## src/rtl/decodificador_binario_decimal.sv

```systemverilog
// decodificador_binario_decimal: registered 4-bit code to common-cathode 7-segment driver with lamp test and blanking
module decodificador_binario_decimal #(
  parameter bit BLANK_INVALID = 1'b1
) (
  input  logic       clk,
  input  logic       rst,
  input  logic [3:0] A,
  input  logic       en,
  input  logic       lt,
  input  logic       bi,
  output logic [6:0] S,
  output logic       err
);
  logic [6:0] glyph;
  logic [6:0] seg_next;
  logic       invalid;
  // segment order a..g maps to S[6..0]
  always_comb begin
    glyph = 7'h00;
    case (A)
      4'h0: glyph = 7'h7E;
      4'h1: glyph = 7'h30;
      4'h2: glyph = 7'h6D;
      4'h3: glyph = 7'h79;
      4'h4: glyph = 7'h33;
      4'h5: glyph = 7'h5B;
      4'h6: glyph = 7'h5F;
      4'h7: glyph = 7'h70;
      4'h8: glyph = 7'h7F;
      4'h9: glyph = 7'h7B;
      4'hA: glyph = 7'h77;
      4'hB: glyph = 7'h1F;
      4'hC: glyph = 7'h4E;
      4'hD: glyph = 7'h3D;
      4'hE: glyph = 7'h4F;
      default: glyph = 7'h47;
    endcase
  end
  assign invalid  = A > 4'd9;
  assign seg_next = bi ? 7'h00 : lt ? 7'h7F : (invalid && BLANK_INVALID) ? 7'h00 : glyph;
  always_ff @(posedge clk) begin
    if (rst) begin
      S   <= 7'h00;
      err <= 1'b0;
    end else if (en) begin
      S   <= seg_next;
      err <= invalid;
    end
  end
endmodule

```

## config.mk

```make
export PLATFORM = sky130hd
export DESIGN_NAME = decodificador_binario_decimal
export DESIGN_NICKNAME = d
export VERILOG_FILES = /design/src/rtl/decodificador_binario_decimal.sv
export SDC_FILE = /design/constraint.sdc
export NUM_CORES = 1
export LEC_CHECK = 0
export CAP_MARGIN = 20
export CORE_MARGIN = 1.5
export CORE_UTILIZATION = 40
export DETAILED_ROUTE_END_ITERATION = 10
export PLACE_DENSITY = 0.8
export SYNTH_ARGS = -nofsm -noshare
export SYNTH_HDL_FRONTEND = slang
export SYNTH_SLANG_ARGS = --single-unit
```

## constraint.sdc

```tcl
create_clock -name clk -period 1.55 [get_ports clk]
set_clock_uncertainty 0.05 [all_clocks]
set_input_delay 0.31 -clock clk [delete_from_list [all_inputs] [get_ports clk]]
set_output_delay 0.31 -clock clk [all_outputs]
set_load 0.01 [all_outputs]
```

After elaboration in Yosys (flattened, before gate mapping)

Memory sizes are Yosys's and may differ from the RTL's.
Index checks and enable logic that the tools add are counted.

Bits in latches: 0
Input bits: 9
Bits in registers: 8
ROM bits: 112
Bits in writable memories: 0
Memories: 1

Multiplexer cells: 3
Equal/unequal tests: 0
Magnitude comparators: 1
Bitwise logic cells: 0
$mul: 0
Div/mod/pow operators: 0
Add/sub/neg operators: 0
Reductions and logical operators: 0
Shift operators: 0

Memory list:

| memory          | words | bits a word | rd ports | clocked after memory_dff | wr ports | RTL line | source |
|---|---|---|---|---|---|---|---|
| (no name shown) | 16    | 7           | 1        | 0                        | 0        | 20       | `case (A)` |

Operators by type and width:

| cell                                                 | number |
|---|---|
| 7-bit two-way mux                                    | 3 |
| 4-bit greater-than comparator, second input constant | 1 |

Depth between registers and ports, before layout

Gate-level depths: netlist of run 1.

Depth in word-level cells: 4
Depth in mapped cells: 6
Depth with buffers taken out: 6

Worst setup path before layout of run 1

No wires, ideal clock.

Kind: input to register
Start: input port A[1]
End: register S[6]
Setup slack: 0.155 ns
Required time: 1.374 ns
Stages on the path: 6
Buffers on the path: 0
Arrival: 1.219 ns
Setup time: 0.126 ns
Cell sequence: inv_1 > ha_1 > nor2_4 > nor2_1 > a2111oi_2 > o31ai_1

Word-level cells in the longest chain between the ends: 4
Elaborated cells between the ends (all ways): 5
Classes of those cells: order compare: 1; mux: 3; memory: 1

Ends and longest elaborated chain:

| what                                                                           | RTL line | source |
|---|---|---|
| start, declared                                                                | 7        | `input logic [3:0] A,` |
| memory read 16 x 7 bit / 4-bit greater-than comparator (equally long branches) | -        |  |
| 7-bit two-way mux * (3 in a row)                                               | 40       | `assign seg_next = bi ? 7'h00 : lt ? 7'h7F : (invalid && BLANK_INVALID) ? 7'h00 : glyph;` |
| end signal, assigned                                                           | 46       | `S <= seg_next;` |
| end, declared                                                                  | 11       | `output logic [6:0] S,` |

Mark *: on every way between the ends. The rest lies on a longest branch, timed or not.
A chain may end at the register's enable or synchronous reset.

Worst setup path in the final report of run 1

Start: register S[2]
End: output port S[2]

No word-level cell between the ends.

==> results of run 1 <==
-- repair_timing --
action                                  4_1_cts  5_1_grt
buffers inserted                              0        0
gates resized for setup                       8        3
endpoints found under the setup margin        7        3
cloned                                        0        0
pin swaps                                     2        1
-- layer usage --
layer	share of wire	GRT usage	up-vias
met5	0	0	-
met3	0.039	0.0170	2
li1	-	-	289
met1	0.43	0.225	252
met2	0.51	0.348	18
met4	0.015	0.155	0
-- logic make-up after synthesis --
kind of cell               after synthesis
DFF                                      8
and+or+nand+nor                         23
adders and majority gates                6
buffers and inverters                    7
AOI/OAI and AO/OA                       22
-- power breakdown --
group / switching [mW] / internal, mW / total, mW
clock: 0.0724 / 0.0887 / 0.161
combinational: 0.0753 / 0.0895 / 0.165
sequential: 0.00568 / 0.217 / 0.223
-- synth_stat cells --
| cell | count | area [um^2] |
|---|---|---|
| nand2_1 | 7 | 26.3 |
| nor2_4 | 1 | 11.3 |
| a211o_1 | 1 | 8.76 |
| and2b_1 | 1 | 7.51 |
| a222oi_1 | 1 | 10.0 |
| or2_1 | 1 | 6.26 |
| a2111oi_2 | 1 | 15.0 |
| or2_0 | 1 | 6.26 |
| dfxtp_1 | 8 | 160 |
| nor2_1 | 8 | 30.0 |
| inv_1 | 5 | 18.8 |
| a21oi_1 | 7 | 35.0 |
| a311oi_1 | 2 | 17.5 |
| buf_6 | 1 | 11.3 |
| o21ai_1 | 5 | 25.0 |
| o31ai_1 | 1 | 7.51 |
| o31a_1 | 1 | 8.76 |
| a22o_1 | 1 | 8.76 |
| a22oi_1 | 1 | 7.51 |
| buf_4 | 1 | 7.51 |
| ha_1 | 6 | 75.1 |
| nor3b_1 | 1 | 7.51 |
| nand2b_1 | 3 | 18.8 |
| a21o_1 | 1 | 7.51 |
-- worst reg2reg max path: stages (launching register included) --
cell and delay, ns:
dfxtp_1 0.31, a222oi_1 0.29, nor2_1 0.08
-- how the worst max path moves through the flow --
| stage | from | endpoint | slack (ns) | cells past startpoint |
|---|---|---|---|---|
| after floorplan | A[1] | S[6]$_SDFFE_PP0P_ | 0.16 | 6 |
| after global placement | A[0] | S[6]$_SDFFE_PP0P_ | -0.36 | 7 |
| after detailed placement | A[0] | S[6]$_SDFFE_PP0P_ | -0.40 | 7 |
| after CTS | A[0] | S[4]$_SDFFE_PP0P_ | 0.04 | 8 |
| after global routing | A[2] | S[4]$_SDFFE_PP0P_ | 0.01 | 4 |
| final | S[2]$_SDFFE_PP0P_ | S[2] | 0.06 | 1 |
-- layout make-up --
type                            instances  share of cell area
Multi-Input combinational cell         51               0.438
Timing Repair Buffer                   28               0.297
Sequential cell                         8               0.192
Clock buffer                            3              0.0270
Inverter                                5              0.0225
Tap cell                               15              0.0225
-- registers in the layout, indices dropped and copies added (netlist names) --
signal,cells
S,7
err,1
-- through the flow --
| stage | std cells | power, mW | worst slack, ns | hold slack [ns] | instance area, um^2 |
|---|---|---|---|---|---|
| 2_1_floorplan | 66 | 0.301 | 0.155 | 0.329 | 538 |
| 3_3_place_gp | 107 | 0.379 | -0.356 | 0.386 | 788 |
| 3_5_place_dp | 107 | 0.384 | -0.401 | 0.396 | 788 |
| 4_1_cts | 110 | 0.552 | 0.0360 | 0.403 | 837 |
| 5_1_grt | 110 | 0.577 | 0.0125 | 0.422 | 833 |
| 6_report | 110 | 0.549 | 0.0631 | 0.400 | 833 |
==> impl_results.rst, run 1 <==
.. list-table::
   :header-rows: 1

   * - Metric
     - Value
   * - Post-synthesis share of cell area spent on full adders, half adders and majority gates
     - 0.140
   * - Mux contribution to synthesized area
     - 0
   * - Cell at the root of the clock tree
     - clkbuf_4
   * - Final core area utilization
     - 0.657
   * - Net count after synthesis
     - 81
   * - Area of combinational cells with multiple inputs
     - approximately 370 um^2
   * - Sequence of cells on the critical path
     - clkdlybuf4s50_1
   * - Cells after synthesis
     - 66
   * - Result of the run
     - complete, no violations
   * - Biggest fanout along the worst timing path
     - 2
   * - Start of the worst register-to-register path
     - S[4]$_SDFFE_PP0P_
   * - Post-route clock period utilization
     - 0.959
   * - Dominant delay contributor by cell family on the critical path
     - buffers and inverters
   * - Worst hold path endpoint
     - S[3]$_SDFFE_PP0P_
   * - Final Net Count
     - 112
   * - Slowest cell delay on critical path
     - 0.54 ns
   * - Number of cells on the worst hold path
     - 2
   * - Most common cell after layout, fill and taps aside
     - clkdlybuf4s50_1
   * - Antenna-violating nets left
     - 0
   * - Critical path buffer and inverter count
     - 1
   * - Yosys warning count
     - 0
   * - Number of hold violations in the final report
     - 0
   * - Category of the critical setup timing path
     - reg2out
   * - Site row count
     - 13
   * - Maximum clock frequency
     - just under 700 MHz
   * - Die Outline Area
     - ~0.0016 mm^2
   * - Path type of the worst min-delay path
     - reg2reg
   * - Synth Area in Compound Gates
     - 0.281
   * - Via density per instance
     - slightly above 5
   * - Cell with the largest stage delay on the worst path
     - clkdlybuf4s50_1
   * - Clk sinks
     - 8
   * - Initial DRC Count
     - 12
   * - Detailed-routing iteration count for the pre-antenna-repair pass
     - 4
   * - Sequential cell area
     - 160 um^2
   * - Post-Syn Area per Cell
     - around 8 um^2
   * - Antenna diodes
     - 0
   * - LEAKAGE
     - 0.364 nW
   * - Number of input and output port buffers inserted
     - 16
   * - Area growth from synthesis to layout
     - 54.9%
   * - Number of distinct library cells after synthesis
     - 24
   * - Total negative slack for setup checks
     - 0 ns
   * - Total clock buffers created by CTS
     - 3
   * - Remaining routing DRC violations
     - 0
   * - Clock input transition at the sequential cells of the worst setup and hold paths
     - 0.06 ns
   * - Via total after detailed routing
     - about 560
   * - Synthesized-area fraction occupied by xor and xnor cells
     - 0
   * - Number of filler instances in the final layout
     - 122
   * - Final HPWL DP
     - 974 um
   * - Critical Path RT
     - 1.19 ns
   * - Endpoint class of the critical path
     - primary output
   * - Final setup vio count
     - 0
   * - Max transition margin
     - 0.793
   * - Die extent in y
     - slightly below 40 um
   * - Core Footprint
     - 0.00127 mm^2
   * - Via count of the first global-routing pass
     - between 500 and 600
   * - Number of max-slew violations in the final report
     - 0
   * - Dominant combinational cell family by area after synthesis
     - compound AO/OA/AOI/OAI gates
   * - Flip-flop and latch count after synthesis
     - 8
   * - Setup crit start kind
     - flip-flop
   * - Pwr per Cell Area
     - 659 mW/mm^2
   * - Starting Density
     - 0.424
   * - GRT Resource Usage Total
     - 0.203
   * - Syn Std Cell Area
     - ~540 um^2
   * - Chip Width
     - between 30 and 40 um
   * - Hold buffer count at CTS
     - 0
   * - Data arrival time of the critical path
     - 1.13 ns
   * - Final RePlAce weighted congestion
     - 0.818
   * - Grt total ovfl
     - 0
   * - Average wire per cell in the routed design
     - ~12 um
   * - Commonest cells after routing, fill and taps aside
     - clkdlybuf4s50_1 (14), buf_4 (11), dfxtp_1 (8), nor2_1 (8)
   * - Layout cell share with drive strength beyond 1
     - 0.232
   * - Bufs on Longest Clock Path
     - 2
   * - Clk_lat worst skew
     - between 0.2 and 0.3 ns
   * - RSZ-0062 raised after global routing
     - false
   * - Transition time of the tightest slew-check pin
     - 0.308 ns
   * - Peak VDD IR
     - between 200 and 250 uV
   * - Max-Cap Viols
     - 0
   * - Antenna violations before repair
     - 0
   * - Minimum clock period
     - 1.49 ns
   * - Total detailed-routing wirelength
     - between 1 and 1.5 mm
   * - R2r endpoint
     - S[4]$_SDFFE_PP0P_
   * - Io pins
     - 17
   * - First-pass GRT wire length
     - 2.13 mm
   * - Sequential-to-total area share from yosys stat
     - 0.298
   * - Number of levels the H-tree was split into
     - 1
   * - TritonCTS clock tree
     - built
   * - Worst-case register-to-register setup slack
     - 0.70 ns
   * - Worst R2R Path Depth
     - 2
   * - Hold_sp
     - S[3]$_SDFFE_PP0P_
   * - Simple-gate share of the synthesized area
     - 0.212
   * - Largest net degree at the start of global routing
     - 15
No activity file was read; power rests on OpenSTA's default activity.
==> run 2: changes to the inputs <==
SETUP_SLACK_MARGIN = 0.1   (was unset)
==> impl_results.rst, run 2 (synthesized netlist as in run 1, its figures left out) <==
.. list-table::
   :header-rows: 1

   * - Metric
     - Value
   * - Grt total ovfl
     - 0
   * - First-pass GRT wire length
     - 2.17 mm
   * - Sequence of cells on the critical path
     - clkdlybuf4s50_1 -> a21oi_1 -> o21ai_1 -> a22o_1
   * - Share of power burned in combinational logic
     - 0.300
   * - Number of levels the H-tree was split into
     - 1
   * - Core Footprint
     - 0.00127 mm^2
   * - NetSw
     - 154 uW
   * - Worst-case setup slack after placement
     - -0.401 ns
   * - Peak VDD IR
     - 248 uV
   * - Data arrival time of the critical path
     - 1.41 ns
   * - Hold_sp
     - S[3]$_SDFFE_PP0P_
   * - Flip-flop count of the largest register after layout
     - 7
   * - Number of hold violations in the final report
     - 0
   * - Initial DRC Count
     - 17
   * - Number of cells on the worst hold path
     - 2
   * - Category of the critical setup timing path
     - in2reg
   * - Start of the worst register-to-register path
     - S[4]$_SDFFE_PP0P_
   * - Bufs on Longest Clock Path
     - 2
   * - Slowest cell delay on critical path
     - 0.56 ns
   * - Largest Register
     - S
   * - Minimum clock period
     - 1.32 ns
   * - Transition time of the tightest slew-check pin
     - 0.313 ns
   * - Final RePlAce weighted congestion
     - 0.818
   * - Max transition margin
     - 0.790
   * - Number of filler instances in the final layout
     - about 120
   * - Final setup vio count
     - 0
   * - Total detailed-routing wirelength
     - ~1.5 mm
   * - Clock input transition at the sequential cells of the worst setup and hold paths
     - approximately 0.05 ns
   * - Worst-case register-to-register setup slack
     - roughly 0.7 ns
   * - Antenna-violating nets left
     - 0
   * - Pwr per Cell Area
     - 648 mW/mm^2
   * - Area growth from synthesis to layout
     - 56.3%
   * - Dominant delay contributor by cell family on the critical path
     - buffers and inverters
   * - Result of the run
     - complete, no violations
   * - Most common cell after layout, fill and taps aside
     - buf_4
   * - Number of input and output port buffers inserted
     - 16
   * - Average wire per cell in the routed design
     - 13.0 um
   * - Critical path buffer and inverter count
     - 1
   * - Worst hold path endpoint
     - S[3]$_SDFFE_PP0P_
   * - Via count of the first global-routing pass
     - between 500 and 600
   * - Sequential share of power
     - 0.409
   * - GRT Resource Usage Total
     - 0.206
   * - Site row count
     - 13
   * - Antenna diodes
     - 0
   * - RSZ-0062 raised after global routing
     - false
   * - Total Power
     - 545 uW
   * - Total negative slack for setup checks
     - 0 ns
   * - Final core area utilization
     - 0.663
   * - Path type of the worst min-delay path
     - reg2reg
   * - Layout cell share with drive strength beyond 1
     - 0.258
   * - Maximum clock frequency
     - around 760 MHz
   * - Cell at the root of the clock tree
     - clkbuf_4
   * - Endpoint class of the critical path
     - flip-flop
   * - Cell with the largest stage delay on the worst path
     - clkdlybuf4s50_1
   * - Starting Density
     - 0.424
   * - Clk_lat worst skew
     - approximately 0.25 ns
   * - Total clock buffers created by CTS
     - 3
   * - Largest net degree at the start of global routing
     - 15
   * - Critical Path RT
     - between 1.5 and 2 ns
   * - Power share of the clock group
     - 0.292
   * - Via total after detailed routing
     - 586
   * - Clk sinks
     - 8
   * - Worst R2R Path Depth
     - 2
   * - Leading registers by flop count
     - S: 7 flops, err: 1 flops
   * - Chip Width
     - about 40 um
   * - Fin Hold WS
     - 0.396 ns
   * - Setup crit start kind
     - primary input
   * - Biggest fanout along the worst timing path
     - 7
   * - TritonCTS clock tree
     - built
   * - Net Sw Frac
     - 0.284
   * - Commonest cells after routing, fill and taps aside
     - buf_4 (11), dfxtp_1 (8), nor2_1 (8), dlygate4sd2_1 (8)
   * - Detailed-routing iteration count for the pre-antenna-repair pass
     - 4
   * - Die extent in y
     - 39.7 um
   * - Max-Cap Viols
     - 0
   * - R2r endpoint
     - S[4]$_SDFFE_PP0P_
   * - Final WS setup
     - between 0.2 and 0.25 ns
   * - Remaining routing DRC violations
     - 0
   * - Antenna violations before repair
     - 0
   * - Post-route clock period utilization
     - 0.850
   * - Internal
     - between 300 and 400 uW
   * - Final HPWL DP
     - 974 um
   * - Io pins
     - 17
   * - LEAKAGE
     - roughly 0.42 nW
   * - Die Outline Area
     - approximately 0.0016 mm^2
   * - Number of max-slew violations in the final report
     - 0
   * - Via density per instance
     - 5.23
   * - Final Net Count
     - 114
-- run 2: cell count changes in the layout (fill, tap and decap cells not counted), sizes merged --
| cell | before | now |
|---|---|---|
| buf | 12 | 15 |
| dlygate4sd2 | 1 | 8 |
| dlymetal6s2s | 0 | 2 |
| clkdlybuf4s50 | 14 | 4 |
-- run 2: worst max-delay path by stage --
stage / start / slack, ns / cells after the start / endpoint
floorplan: A[1] / 0.16 / 6 / S[6]$_SDFFE_PP0P_
global placement: A[0] / -0.36 / 7 / S[6]$_SDFFE_PP0P_
detailed placement: A[0] / -0.40 / 7 / S[6]$_SDFFE_PP0P_
CTS: A[2] / 0.12 / 4 / S[4]$_SDFFE_PP0P_
global route: bi / 0.12 / 5 / S[4]$_SDFFE_PP0P_
finish: lt / 0.23 / 4 / S[1]$_SDFFE_PP0P_
-- run 2: cell type report --
type                       count  area (um^2)  area share
multi-input combinational     51          365       0.435
timing repair buffer          30          255       0.304
tap                           15         18.8      0.0223
clock buffer                   3         22.5      0.0268
inverter                       5         18.8      0.0223
sequential                     8          160       0.190
-- run 2: tightest hold or removal path, delay by kind of cell, from the launching register on --
family	cells	cell delay [ns]
AO/OA/AOI/OAI	1	0.05
flip-flops	1	0.30
AND/OR/NAND/NOR	1	0.05
-- run 2: metal layers --
layer  routed length (um)  GRT usage  vias to the layer above  share of wire
li1                     -          -                      293              -
met1                  578      0.229                      265           0.40
met2                  776      0.357                       26           0.53
met3                   85     0.0170                        2          0.058
met4                   19      0.155                        0          0.013
met5                    0          0                        -              0
-- run 2: stage by stage --
step           instances  area, um^2
3_5_place_dp         107         788
5_1_grt              112         841
2_1_floorplan         66         538
3_3_place_gp         107         788
4_1_cts              110         830
6_report             112         841
-- run 2: repair_timing --
action / in CTS / in global routing
gates resized for setup: 19 / 6
pin swaps: 2 / 2
cloned: 0 / 1
hold buffers: 0 / 0
endpoints found under the setup margin: 16 / 5
setup buffers: 0 / 1
-- run 2: power by group through the flow --
stage,sequential (mW),combinational (mW),clock (mW)
finish,0.223,0.163,0.159
CTS,0.223,0.156,0.166
detailed placement,0.228,0.156,0
global placement,0.227,0.153,0
floorplan,0.233,0.0679,0
global route,0.224,0.179,0.170
